===== src/rtl/uart_pkg.sv =====
// Shared types and constants for the UART transmit path.
// Parity support is selected at build time with UART_TX_PARITY_EN.
package uart_pkg;

  localparam int   UART_DATA_BITS  = 8;
  localparam logic UART_IDLE_LEVEL = 1'b1;

  typedef enum logic [2:0] {
    IDLE,
    START,
    DATA,
    PARITY,
    STOP
  } tx_state_t;

  function automatic logic calc_parity(
    input logic [UART_DATA_BITS-1:0] d,
    input logic                      odd
  );
    return (^d) ^ odd;
  endfunction

endpackage


===== src/rtl/uart_baud_gen.sv =====
// Bit-period counter for the UART transmitter.
// bit_done marks the final clk cycle of each bit period.
module uart_baud_gen #(
  parameter int CLKS_PER_BIT = 868
) (
  input  logic clk,
  input  logic resetn,
  input  logic restart,
  output logic bit_done
);

  localparam int CW = (CLKS_PER_BIT > 1) ? $clog2(CLKS_PER_BIT) : 1;
  localparam logic [CW-1:0] LAST = CW'(CLKS_PER_BIT - 1);

  logic [CW-1:0] cnt;

  always_ff @(posedge clk or negedge resetn) begin
    if (!resetn) begin
      cnt <= '0;
    end else if (restart || cnt == LAST) begin
      cnt <= '0;
    end else begin
      cnt <= cnt + 1'b1;
    end
  end

  assign bit_done = (cnt == LAST);

endmodule


===== src/rtl/uart_tx.sv =====
// UART transmitter: holding register + shifter, 8N1 framing on TXD.
// Define UART_TX_PARITY_EN to add a parity bit after the data bits.
module uart_tx
  import uart_pkg::*;
#(
  parameter int CLKS_PER_BIT = 868,
  parameter int STOP_BITS    = 1,
  parameter int PARITY_ODD   = 0
) (
  input  logic       clk,
  input  logic       resetn,
  input  logic [7:0] tx_data,
  input  logic       tx_valid,
  output logic       tx_ready,
  output logic       TXD,
  output logic       busy
);

  localparam bit CFG_OK = (CLKS_PER_BIT >= 2)
                       && (STOP_BITS == 1 || STOP_BITS == 2)
                       && (PARITY_ODD == 0 || PARITY_ODD == 1);

  if (!CFG_OK) begin : g_cfg_check
    $error("uart_tx: illegal parameter set");
  end

  tx_state_t  state_q, state_n;
  logic [7:0] shift_q, shift_n;
  logic [7:0] hold_q, hold_n;
  logic       hold_full_q, hold_full_n;
  logic [2:0] idx_q, idx_n;
  logic       stop_q, stop_n;
  logic       txd_q, txd_n;
  logic       ready_q, busy_q;
  logic       accept, bit_done, restart, last_stop;

  uart_baud_gen #(
    .CLKS_PER_BIT(CLKS_PER_BIT)
  ) u_baud (
    .clk     (clk),
    .resetn  (resetn),
    .restart (restart),
    .bit_done(bit_done)
  );

  assign accept    = tx_valid && ready_q;
  assign last_stop = (state_q == STOP) && bit_done
                  && ((STOP_BITS == 1) || stop_q);
  assign restart   = (state_q == IDLE) || (state_n != state_q);

  always_comb begin
    state_n     = state_q;
    shift_n     = shift_q;
    hold_n      = hold_q;
    hold_full_n = hold_full_q;
    idx_n       = idx_q;
    stop_n      = stop_q;
    unique case (state_q)
      IDLE: begin
        if (accept) begin
          shift_n = tx_data;
          state_n = START;
        end
      end
      START: begin
        if (bit_done) begin
          state_n = DATA;
          idx_n   = '0;
        end
      end
      DATA: begin
        if (bit_done) begin
          if (idx_q == 3'(UART_DATA_BITS - 1)) begin
`ifdef UART_TX_PARITY_EN
            state_n = PARITY;
`else
            state_n = STOP;
`endif
            stop_n = 1'b0;
          end else begin
            idx_n = idx_q + 3'd1;
          end
        end
      end
`ifdef UART_TX_PARITY_EN
      PARITY: begin
        if (bit_done) begin
          state_n = STOP;
        end
      end
`endif
      STOP: begin
        if (last_stop) begin
          if (hold_full_q) begin
            shift_n     = hold_q;
            hold_full_n = 1'b0;
            state_n     = START;
          end else if (accept) begin
            shift_n = tx_data;
            state_n = START;
          end else begin
            state_n = IDLE;
          end
        end else if (bit_done) begin
          stop_n = 1'b1;
        end
      end
      default: state_n = IDLE;
    endcase
    // A byte arriving mid-frame parks in the holding register.
    if (accept && state_q != IDLE && !last_stop) begin
      hold_n      = tx_data;
      hold_full_n = 1'b1;
    end
  end

  always_comb begin
    txd_n = UART_IDLE_LEVEL;
    unique case (state_n)
      IDLE:  txd_n = UART_IDLE_LEVEL;
      START: txd_n = 1'b0;
      DATA:  txd_n = shift_n[idx_n];
`ifdef UART_TX_PARITY_EN
      PARITY: txd_n = calc_parity(shift_n, 1'(PARITY_ODD));
`endif
      STOP:  txd_n = 1'b1;
      default: txd_n = UART_IDLE_LEVEL;
    endcase
  end

  always_ff @(posedge clk or negedge resetn) begin
    if (!resetn) begin
      state_q     <= IDLE;
      shift_q     <= '0;
      hold_q      <= '0;
      hold_full_q <= 1'b0;
      idx_q       <= '0;
      stop_q      <= 1'b0;
      txd_q       <= UART_IDLE_LEVEL;
      ready_q     <= 1'b1;
      busy_q      <= 1'b0;
    end else begin
      state_q     <= state_n;
      shift_q     <= shift_n;
      hold_q      <= hold_n;
      hold_full_q <= hold_full_n;
      idx_q       <= idx_n;
      stop_q      <= stop_n;
      txd_q       <= txd_n;
      ready_q     <= !hold_full_n;
      busy_q      <= (state_n != IDLE) || hold_full_n;
    end
  end

  assign TXD      = txd_q;
  assign tx_ready = ready_q;
  assign busy     = busy_q;

endmodule

===== config.mk =====
export PLATFORM = sky130hd
export DESIGN_NAME = uart_tx
export DESIGN_NICKNAME = d
export VERILOG_FILES = /design/src/rtl/uart_pkg.sv /design/src/rtl/uart_baud_gen.sv /design/src/rtl/uart_tx.sv
export SDC_FILE = /design/constraint.sdc
export NUM_CORES = 1
export LEC_CHECK = 0
export BUFFER_PORTS_ARGS = -buffer_cell sky130_fd_sc_hd__buf_2
export CORE_MARGIN = 4
export CORE_UTILIZATION = 35
export DETAILED_ROUTE_END_ITERATION = 6
export GPL_TIMING_DRIVEN = 0
export MAX_ROUTING_LAYER = met4
export PLACE_DENSITY_LB_ADDON = 0.25
export SLEW_MARGIN = 20
export SYNTH_ARGS = -nofsm -noshare
export SYNTH_HDL_FRONTEND = slang
export SYNTH_SLANG_ARGS = --single-unit

===== constraint.sdc =====
create_clock -name clk -period 5.8 [get_ports clk]
set_clock_uncertainty 0.1 [all_clocks]
set_input_delay 1.16 -clock clk [delete_from_list [all_inputs] [get_ports clk]]
set_output_delay 1.16 -clock clk [all_outputs]
set_load 0.05 [all_outputs]

======== Word level (Yosys, flattened, before mapping) ========
Cells that the tools add are included.
storage, ports and cells
  register bits ........................... 36
  latch bits .............................. 0
  RAM bits ................................ 0
  bits in read-only memories .............. 0
  bits of input ports ..................... 11
  output and inout bits ................... 3
  word-level logic and storage cells ...... 55
  memories kept ........................... 0
cells by class
  add/sub/neg operators ................... 2
  multiply operators ...................... 0
  div/mod/pow operators ................... 0
  $lt $le $gt $ge ......................... 1
  eq/ne operators ......................... 8
  shift operators ......................... 0
  mux-type cells .......................... 23
  bitwise logic cells ..................... 0
  reduce and logical (&&, ||, !) cells .... 12
operators by type and width
  cell                   number
  $mux 3                 8
  $mux 8                 3
  $pmux 8 s2             1
  $pmux 3 s4             1
  $add 10x1->10 const B  1
  $eq 10x10->1 const B   1
  $mux 10                1
  $eq 3x1->1 const B     2
  $eq 3x2->1 const B     2
  $eq 3x3->1 const B     2
  $mux 1                 6
  $pmux 3 s2             1
  $reduce_bool 3->1      2
  $logic_and 1x1->1      4
  $lt 3x4->1 const B     1
  $add 3x1->3 const B    1
  $bmux 1 s3             1
  $logic_not 3->1        1
  $logic_or 1x1->1       3
  $ne 3x3->1             1
  $logic_not 1->1        2
  $pmux 1 s2             1

======== Depth between registers and ports, before layout ========
Gate-level depths: netlist of run 1.
  word-level depth ........................ 9
  depth in mapped cells ................... 8
  depth with buffers taken out ............ 8

======== By module ========
Synthesis of run 1 repeated with hierarchy kept, for this count alone.
unflattened totals
  cell total of the unflattened synthesis .. 192
  area total of the unflattened synthesis .. 1941.9 µm²
modules (own cells, without submodules)
  module         times used  cells each  area an instance (µm²)
  uart_tx        1           140         1427.6
  uart_baud_gen  1           52          514.2

======== Worst setup path after synthesis of run 1 ========
Ideal clock, no wire load.
  kind .................................... input to register
  start ................................... input port tx_valid
  end ..................................... register txd_q (netlist: TXD)
  library setup time ...................... 0.095 ns
  data arrival time ....................... 2.603 ns
  path slack .............................. 3.002 ns
  stages on the path ...................... 7
  path buffers ............................ 1
  path through ............................ nor4bb_1 -> clkbuf_1 -> mux2i_1 -> o211ai_1 -> mux2_2 -> a2111oi_0 -> a311oi_1
between the ends
  longest elaborated chain between the ends .. 8
  elaborated cells on any way between the ends .. 15
RTL lines
  element                           RTL line                      text
  from (decl)                       uart_tx.sv:13                 input logic tx_valid,
  $logic_and 1x1->1 (*)             uart_tx.sv:46                 assign accept = tx_valid && ready_q;
  $mux 8 (*)                        uart_tx.sv:60, uart_tx.sv:98
  $mux 8                            uart_tx.sv:94                 if (hold_full_q) begin
  $mux 8                            uart_tx.sv:93                 if (last_stop) begin
  $pmux 8 s2 (*)                    uart_tx.sv:58                 unique case (state_q)
  via shift_n[1]                    uart_tx.sv:28                 logic [7:0] shift_q, shift_n;
  $bmux 1 s3 (*)                    uart_tx.sv:122                DATA: txd_n = shift_n[idx_n];
  $mux 1 (not written as such) (*)  uart_tx.sv:122
  $pmux 1 s2 (*)                    uart_tx.sv:119                unique case (state_n)
  via txd_n                         uart_tx.sv:33                 logic txd_q, txd_n;
  to (signal assigned)              uart_tx.sv:149                txd_q <= txd_n;
  to (decl)                         uart_tx.sv:33
Mark *: on every way through the listed nets, which the timed path passes. The rest lies on a longest branch. The select of a mux whose other input is x is not followed.
A chain may end at the register's enable or synchronous reset.

======== Final worst setup path of run 1 ========
Same ends and word-level chain as after synthesis.

==> reports/metrics.yaml, run 1 <==
status: "completed"
place_congestion: 0.867
antenna_found_initial: 0
synth.net_count: 214
worst_slack_ns: 2.91
ys_ff_latch: 36
hold_path.class: "flip-flop to flip-flop"
ant_nets: 0
holdWs_ns: 0.387
insertion_delay_ns: 0.29
tns_ns: 0
cts_tree: "built"
yosys_warnings: 0
post-route-min-period_ns: 2.89
drc_errors: 0
clock_path_buffers: 2
cts.sinks: 36
synth_area_sq_um: 2060
nFillCells: 576
pre_cts_slack_ns: 2.62
cap_viol_max_count: 0
seq_area_frac_synth_pct: 43.8
slew-limit-headroom_pct: 37.1
rows: 27
power_density_nw_per_um2: 331
worstSetupEndpointType: "flip-flop"
crit_path_start: "tx_valid"
via_per_inst: 5.54
cts-root-buf: "clkbuf_8"
cp_slowest_stage_delay_ns: 0.41
initialDrtViolationCount: 110
mostFrequentLayoutCells: "dfrtp_1, nor2_1, buf_2"
ctsResizeCount: 0
worstPathArrival_ns: 3.00
die_w_um: 84.8
path_cells: "buf_2 > nor4bb_1 > clkbuf_1 > mux2i_1 > o211ai_1 > mux2_2 > a2111oi_0 > a311oi_1"
routed-via-count: 1630
cpMaxStageDelayCell: "a2111oi_0"
vdd_ir_drop_max_uv: 177
worstMarginPinSlew_ns: 0.943
fmax_mhz: 347
rrSetupSlack_ns: 2.93
cts_made_buffers: 5
core_sq_um: 5610
synth-main-ff-cell: "dfrtp_1"
rsz0062_at_grt: "no"
htreeDepth: 2
io_pins: 14
layout.nets: 234
num_antenna_cells: 0
detail_route.wirelength_um: 4670
area_growth_pct: 12.9
critPathKind: "input pin to flip-flop"
hold_buffers: 0
layout_commonest_cell: "dfrtp_1"
setup_viol: 0
post_cts_buffers: 0
drv_slew: 0
hp-start: "u_baud.cnt[0]$_DFF_PN0_"
start_util_pct: 36.8
cp-start-kind: "input pin"
drive_gt1_share_pct: 22.1
grt_pass1_wl_um: 8090
period_share_pct: 49.7
grt_max_degree: 37
final_util_pct: 41.5
syn_avg_cell_area_sq_um: 10.3
die_area_sq_um: 7190
die_height_um: 84.8
grt_overflow: 0
grt_pass1_vias: 1591
crit_path_max_fanout: 6
async_flop_share_pct: 100
ys_types: 58
firstDrtPassIters: 4
synth-edff-count: 0
final_hold_viol_count: 0
clk_transition_reported_paths_ns: 0.08
dpl.hpwl_um: 3340
post_drt_wl_per_cell_um: 15.9
port_buffers: 13
p_leak_uw: 0.000972
synth_cells: 201
r2r_start: "u_baud.cnt[0]$_DFF_PN0_"
grtUsageTotal_pct: 14.5
cp_data_required_time_ns: 5.91
## path summary, 6_finish.rpt
kind,depth (start not counted),to
max in group asynchronous,1,idx_q[1]$_DFF_PN0_
min in group asynchronous,1,shift_q[2]$_DFF_PN0_
hold / removal,1,u_baud.cnt[0]$_DFF_PN0_
setup reg to reg,8,TXD$_DFF_PN1_
setup / recovery,8,TXD$_DFF_PN1_
hold reg to reg,1,u_baud.cnt[0]$_DFF_PN0_
## metrics by stage
| stage | power (uW) | instances | instance area [sq um] |
|---|---|---|---|
| 3_5_place_dp | 559 | 286 | 2220 |
| 2_1_floorplan | 509 | 201 | 2060 |
| 5_1_grt | 825 | 294 | 2330 |
| 4_1_cts | 784 | 294 | 2330 |
| 6_report | 772 | 294 | 2330 |
| 3_3_place_gp | 553 | 286 | 2220 |
## flip-flops by register name, indices dropped and copies added, names as in the netlist
signal       cells
state_q          3
u_baud.cnt      10
TXD              1
hold_full_q      1
hold_q           8
tx_ready         1
idx_q            3
shift_q          8
busy             1
## report_power, final
| part | internal (uW) | total, uW | switching, uW |
|---|---|---|---|
| sequential | 317 | 369 | 51.2 |
| clock | 127 | 220 | 92.6 |
| combinational | 96.1 | 183 | 87.1 |
## cell usage after synthesis, types with 2 or more instances
master / count / area (sq um)
dfrtp_1: 34 / 851
nor2_1: 18 / 67.6
mux2_2: 11 / 124
nand2_1: 11 / 41.3
mux2i_1: 9 / 90.1
nand3_1: 9 / 45.0
a21oi_1: 8 / 40.0
inv_1: 8 / 30.0
nand4_1: 7 / 43.8
o21ai_0: 7 / 35.0
xor2_1: 5 / 43.8
and3_1: 4 / 25.0
clkbuf_1: 4 / 15.0
xnor2_1: 4 / 35.0
nand2b_1: 3 / 18.8
nor2b_1: 3 / 18.8
nor3b_1: 3 / 22.5
a2111oi_0: 2 / 17.5
a21boi_0: 2 / 15.0
a31oi_1: 2 / 12.5
and2_1: 2 / 12.5
buf_2: 2 / 10.0
buf_6: 2 / 22.5
dfstp_2: 2 / 52.6
ha_1: 2 / 25.0
o211ai_1: 2 / 15.0
o21a_1: 2 / 15.0
o21ai_1: 2 / 10.0
o31ai_1: 2 / 15.0
## cell type report
cell class / instances / area, sq um / area share (%)
Multi-Input combinational cell: 149 / 1080 / 46.5
Sequential cell: 36 / 903 / 38.8
Tap cell: 72 / 90.1 / 3.87
Clock buffer: 5 / 68.8 / 2.95
Timing Repair Buffer: 13 / 65.1 / 2.79
Buffer: 8 / 47.5 / 2.04
Clock inverter: 3 / 42.5 / 1.83
Inverter: 8 / 30.0 / 1.29
## per-layer routing
layer | global-route usage, % | vias to the layer above | share of wire (%)
li1 | - | 787 | -
met2 | 21.0 | 32 | 46
met5 | - | - | 0
met1 | 20.1 | 807 | 49
met4 | 4.46 | 0 | 0.90
met3 | 3.14 | 4 | 4.0
## worst max-delay path, delay by kind of cell
kind | cells | cell delay [ns]
AOI/OAI and AO/OA | 3 | 0.64
buffers and inverters | 2 | 0.46
muxes | 2 | 0.52
and+or+nand+nor | 1 | 0.21
## cells by family after synthesis
kind of cell | after synthesis | share of synthesized area (%)
simple gates | 74 | 20.7
compound gates | 43 | 15.6
flops | 36 | 43.8
mux | 21 | 11.1
buf+inv | 16 | 3.76
xor+xnor | 9 | 3.82
fa+ha+maj | 2 | 1.21
(Power assumes the default switching activity.)
==> run 2: changes to the inputs <==
Settings changed: ABC_AREA set to 1.
Clock period 5.8 ns to 2.4 ns, I/O delays scaled along.
==> run 2 against run 1 <==
  * Register-to-register slack lost 2.6 ns
  * Clock power grew 88%
  * Sequential power grew 86%
  * Worst hold slack lost 0.19 ns
  * Largest cell class unchanged
  * Worst setup slack lost 2.6 ns
  * Area after synthesis grew 7.0%
  * Core utilization shrank 0.83 points
  * Die area grew 6.3%
  * Combinational power shrank 23%
  * Synthesized cell count grew 59%
  * Wire length grew 5.1%
  * First-iteration DRC count grew 15%
==> reports/metrics.yaml, run 2 <==
fmax_mhz: 479
yosys_warnings: 0
drive_gt1_share_pct: 14.1
period_share_pct: 87.0
post_cts_buffers: 0
synth-main-ff-cell: "dfrtp_1"
drv_slew: 0
insertion_delay_ns: 0.29
p_leak_uw: 0.00139
worstMarginPinSlew_ns: 0.842
cp_data_required_time_ns: 2.52
grt_pass1_vias: 1854
cp-start-kind: "flip-flop"
power_density_nw_per_um2: 505
synth.most_common_cell: "nand2_1"
switching_power_uw: 325
htreeDepth: 2
rows: 28
final_hold_viol_count: 0
core_sq_um: 6030
syn_avg_cell_area_sq_um: 6.92
grtUsageTotal_pct: 15.0
drc_errors: 0
grt_max_degree: 37
num_antenna_cells: 0
critPathKind: "flip-flop to flip-flop"
p_comb_share_pct: 11.3
synth-edff-count: 0
synth_cells: 319
area_growth_pct: 11.2
io_pins: 14
antenna_found_initial: 0
rr_worst_depth: 12
setup_viol: 0
die_height_um: 87.4
yosysTopAreaCell: "dfrtp_1"
cts_made_buffers: 5
firstDrtPassIters: 4
routed-via-count: 1942
r2r_start: "u_baud.cnt[0]$_DFF_PN0_"
placed_area_sq_um: 2370
sw_frac_of_total_pct: 26.3
tns_ns: 0
via_per_inst: 4.68
place_congestion: 0.831
rrSetupSlack_ns: 0.31
port_buffers: 13
final_util_pct: 40.7
initialDrtViolationCount: 126
seqPwrFrac_pct: 55.3
largest_reg_flops: 10
post-route-min-period_ns: 2.09
async_flop_share_pct: 100
seq_area_frac_synth_pct: 40.9
cts.sinks: 36
post_drt_wl_per_cell_um: 11.8
dpl.hpwl_um: 3630
vdd_ir_drop_max_uv: 242
ys_types: 31
total_power_uw: 1240
clk_transition_reported_paths_ns: 0.08
mostFrequentLayoutCells: "nand2_1, nand3_1, inv_1"
clock_path_buffers: 2
ys_ff_latch: 36
slew-limit-headroom_pct: 43.9
start_util_pct: 36.6
status: "completed"
top_register: "u_baud.cnt"
synth_area_sq_um: 2210
rsz0062_at_grt: "no"
synth_area_leaders: "dfrtp_1, nand2_1, nand3_1, inv_1, nor2_1"
grt_overflow: 0
layout_commonest_cell: "nand2_1"
worstSetupEndpointType: "flip-flop"
synth.net_count: 332
grt_pass1_wl_um: 8730
hold_path.class: "input pin to asynchronous set/reset pin"
layout.nets: 352
die_area_sq_um: 7640
cap_viol_max_count: 0
crit_path_max_fanout: 10
largestRegisters: "u_baud.cnt (10), hold_q (8), shift_q (8)"
worstPathArrival_ns: 2.21
cts_tree: "built"
r2r_end: "u_baud.cnt[4]$_DFF_PN0_"
die_w_um: 87.4
cts-root-buf: "clkbuf_8"
p_clk_share_pct: 33.4
design_area_sq_um: 2450
synth.top_cell.area_share_pct: 38.5
ys_top_cells_by_count: "nand2_1, nand3_1, inv_1"
p_int_uw: 913
ant_nets: 0
detail_route.wirelength_um: 4910
## run 2: logic make-up after synthesis
logic type	after synthesis	synth area share, %
AO/OA/AOI/OAI	18	4.25
XOR/XNOR	4	1.59
adder cells (fa/ha/maj)	2	1.13
buffers and inverters	52	9.30
flip-flops	36	40.9
AND/OR/NAND/NOR	207	42.8
## run 2: worst max-delay path: stages (launching register included)
cell	delay [ns]
dfrtp_1	0.37
ha_1	0.23
nand2_1	0.11
nor2_2	0.12
nand3_2	0.11
buf_6	0.18
nor2_8	0.12
a21oi_1	0.10
nand2_1	0.07
nand3b_1	0.08
nor2_2	0.14
inv_2	0.12
nor3b_2	0.15
## run 2: power by group through the flow
stage               Clock [uW]  Combinational (uW)  Sequential (uW)
floorplan                    0                94.0              690
global placement             0                 139              696
detailed placement           0                 140              696
CTS                        430                 142              685
global route               462                 169              691
finish                     414                 140              685
## run 2: repair_timing
| action | CTS | global route |
|---|---|---|
| setup endpoints to repair | 0 | 8 |
| resized for setup | 0 | 1 |
| hold buffers | 0 | 0 |
## run 2: metal layers
layer  share of wire [%]  track usage (%)  vias up
li1                    -                -     1038
met3                 3.5             2.84        5
met5                   0                -        -
met1                  50             20.2      871
met4                 1.7             5.02        0
met2                  45             22.6       28
## run 2: worst max-delay path by stage
stage                       startpoint                      end  slack [ns]  cells past startpoint
2_1_floorplan       tx_ready$_DFF_PN1_            TXD$_DFF_PN1_        0.45                     13
3_3_place_gp   u_baud.cnt[0]$_DFF_PN0_    hold_q[3]$_DFFE_PN0P_        0.15                     10
3_5_place_dp   u_baud.cnt[0]$_DFF_PN0_    hold_q[3]$_DFFE_PN0P_        0.20                     10
4_1_cts        u_baud.cnt[0]$_DFF_PN0_    hold_q[3]$_DFFE_PN0P_        0.17                     10
5_1_grt           state_q[1]$_DFF_PN0_            TXD$_DFF_PN1_        0.07                     13
6_report       u_baud.cnt[0]$_DFF_PN0_  u_baud.cnt[4]$_DFF_PN0_        0.31                     12
## run 2: stage by stage
stage	setup slack (ns)	hold WS [ns]	cells
after floorplan	0.449	0.0844	319
after global placement	0.148	0.356	407
after detailed placement	0.200	0.357	407
after CTS	0.172	0.230	415
after global routing	0.0673	0.275	415
final	0.312	0.194	415
## run 2: layout make-up
class / count / area, sq um
Clock inverter: 1 / 5.00
Timing Repair Buffer: 13 / 65.1
Sequential cell: 36 / 903
Clock buffer: 7 / 76.3
Fill cell: 664 / 3570
Tap cell: 75 / 93.8
Inverter: 47 / 176
Buffer: 5 / 28.8
Multi-Input combinational cell: 231 / 1100
==> run 3: changes to the inputs <==
Settings changed: CORE_MARGIN 4 to unset.
==> run 3 against run 2 <==
  * Worst setup slack worse by 0.077 ns
  * Wire length shrank 4.6%
  * Register-to-register slack got worse by 0.08 ns
  * Largest cell class unchanged
  * Largest power group unchanged
==> reports/metrics.yaml, run 3 (synthesis gave the netlist of run 2 again) <==
placed_area_sq_um: 2370
mostFrequentLayoutCells: "nand2_1, nand3_1, inv_1"
cts_made_buffers: 5
htreeDepth: 2
die_height_um: 81.4
post_cts_buffers: 0
area_growth_pct: 12.2
insertion_delay_ns: 0.28
layout_commonest_cell: "nand2_1"
period_share_pct: 90.2
port_buffers: 13
place_congestion: 0.849
p_int_uw: 1020
dp_cells: 407
drive_gt1_share_pct: 14.7
p_leak_uw: 0.00140
die_w_um: 81.4
post_drt_wl_per_cell_um: 11.3
post-route-min-period_ns: 2.16
p_comb_share_pct: 10.2
largest_reg_flops: 10
hold_path.class: "input pin to asynchronous set/reset pin"
status: "completed"
drc_errors: 0
grt_overflow: 0
cp-start-kind: "flip-flop"
power_density_nw_per_um2: 548
maxUsedRoutingLayer: "met4"
total_power_uw: 1360
ctsResizeCount: 0
cap_viol_max_count: 0
via_per_inst: 4.60
holdWs_ns: 0.180
ant_nets: 0
dpl.hpwl_um: 3540
cts.sinks: 36
worstPathArrival_ns: 2.24
nFillCells: 628
wl_met2_um: 2180
grtUsageTotal_pct: 16.5
initialDrtViolationCount: 76
multiInputGateArea_sq_um: 1100
slew-limit-headroom_pct: 46.0
switching_power_uw: 342
top_register: "u_baud.cnt"
firstDrtPassIters: 4
routed-via-count: 1907
worstSetupEndpointType: "flip-flop"
clock_path_buffers: 2
cts_tree: "built"
tns_ns: 0
area.sequential_sq_um: 903
critPathKind: "flip-flop to flip-flop"
crit_path_max_fanout: 10
route.met3.wl_um: 134
detail_route.wirelength_um: 4680
drv_slew: 0
rsz0062_at_grt: "no"
largestRegisters: "u_baud.cnt (10), hold_q (8), shift_q (8)"
hold_buffers: 0
io_pins: 14
seqPwrFrac_pct: 50.3
cts-root-buf: "clkbuf_8"
grt_pass1_wl_um: 8170
grt_max_degree: 37
setup_viol: 0
worstMarginPinSlew_ns: 0.810
num_antenna_cells: 0
die_area_sq_um: 6630
fmax_mhz: 462
layout.nets: 352
wl_met1_um: 2330
p_clk_share_pct: 39.5
start_util_pct: 36.8
design_area_sq_um: 2480
sw_frac_of_total_pct: 25.2
final_cells: 415
grt_pass1_vias: 1882
cp_data_required_time_ns: 2.47
clk_transition_reported_paths_ns: 0.08
core_sq_um: 5990
rows: 28
final_hold_viol_count: 0
vdd_ir_drop_max_uv: 285
antenna_found_initial: 0
==> run 3: cell type report <==
cell class / count / share of cell area, %
multi-input combinational: 231 / 44.3
inverter: 47 / 7.12
sequential: 36 / 36.5
clock inverter: 3 / 1.72
clock buffer: 5 / 2.78
tap: 75 / 3.79
timing repair buffer: 13 / 2.63
buffer: 5 / 1.16
==> run 3: final timing paths <==
path                            slack (ns)                       to  depth (start not counted)                    start
max in group asynchronous             1.51       idx_q[0]$_DFF_PN0_                          1                   resetn
worst min-delay path                  0.18    hold_q[6]$_DFFE_PN0P_                          1                   resetn
min in group clk                      0.31    hold_q[7]$_DFFE_PN0P_                          3               tx_data[7]
worst max-delay path                  0.24    hold_q[3]$_DFFE_PN0P_                         10  u_baud.cnt[0]$_DFF_PN0_
worst min register to register        0.36  u_baud.cnt[0]$_DFF_PN0_                          1  u_baud.cnt[0]$_DFF_PN0_
worst max register to register        0.24    hold_q[3]$_DFFE_PN0P_                         10  u_baud.cnt[0]$_DFF_PN0_
==> run 3: worst max-delay path, stage by stage (launching register included) <==
cell     delay (ns)
dfrtp_1        0.40
ha_1           0.24
nand2_1        0.12
nor2_2         0.05
nand3_2        0.08
buf_6          0.17
nor2_8         0.05
nor3_2         0.47
inv_2          0.19
nand2_1        0.09
o21ai_0        0.07
==> run 3: through the flow <==
stage	setup WS, ns	utilization [%]
after floorplan	0.449	-
after global placement	0.245	39.5
after detailed placement	0.222	39.5
after CTS	0.201	41.4
after global routing	0.0472	41.4
final	0.235	41.4
==> run 3: per-layer routing <==
layer  global-route usage (%)  up-vias
li1                         -     1034
met1                     20.2      841
met2                     27.5       28
met3                     3.00        4
met4                     5.00        0
met5                        -        -
==> run 3: power groups by stage <==
| stage | clock [uW] | sequential, uW | combinational [uW] |
|---|---|---|---|
| 5_1_grt | 578 | 689 | 163 |
| 3_5_place_dp | 0 | 695 | 140 |
| 4_1_cts | 558 | 683 | 141 |
| 3_3_place_gp | 0 | 694 | 137 |
| 6_report | 536 | 683 | 139 |
| 2_1_floorplan | 0 | 690 | 94.0 |
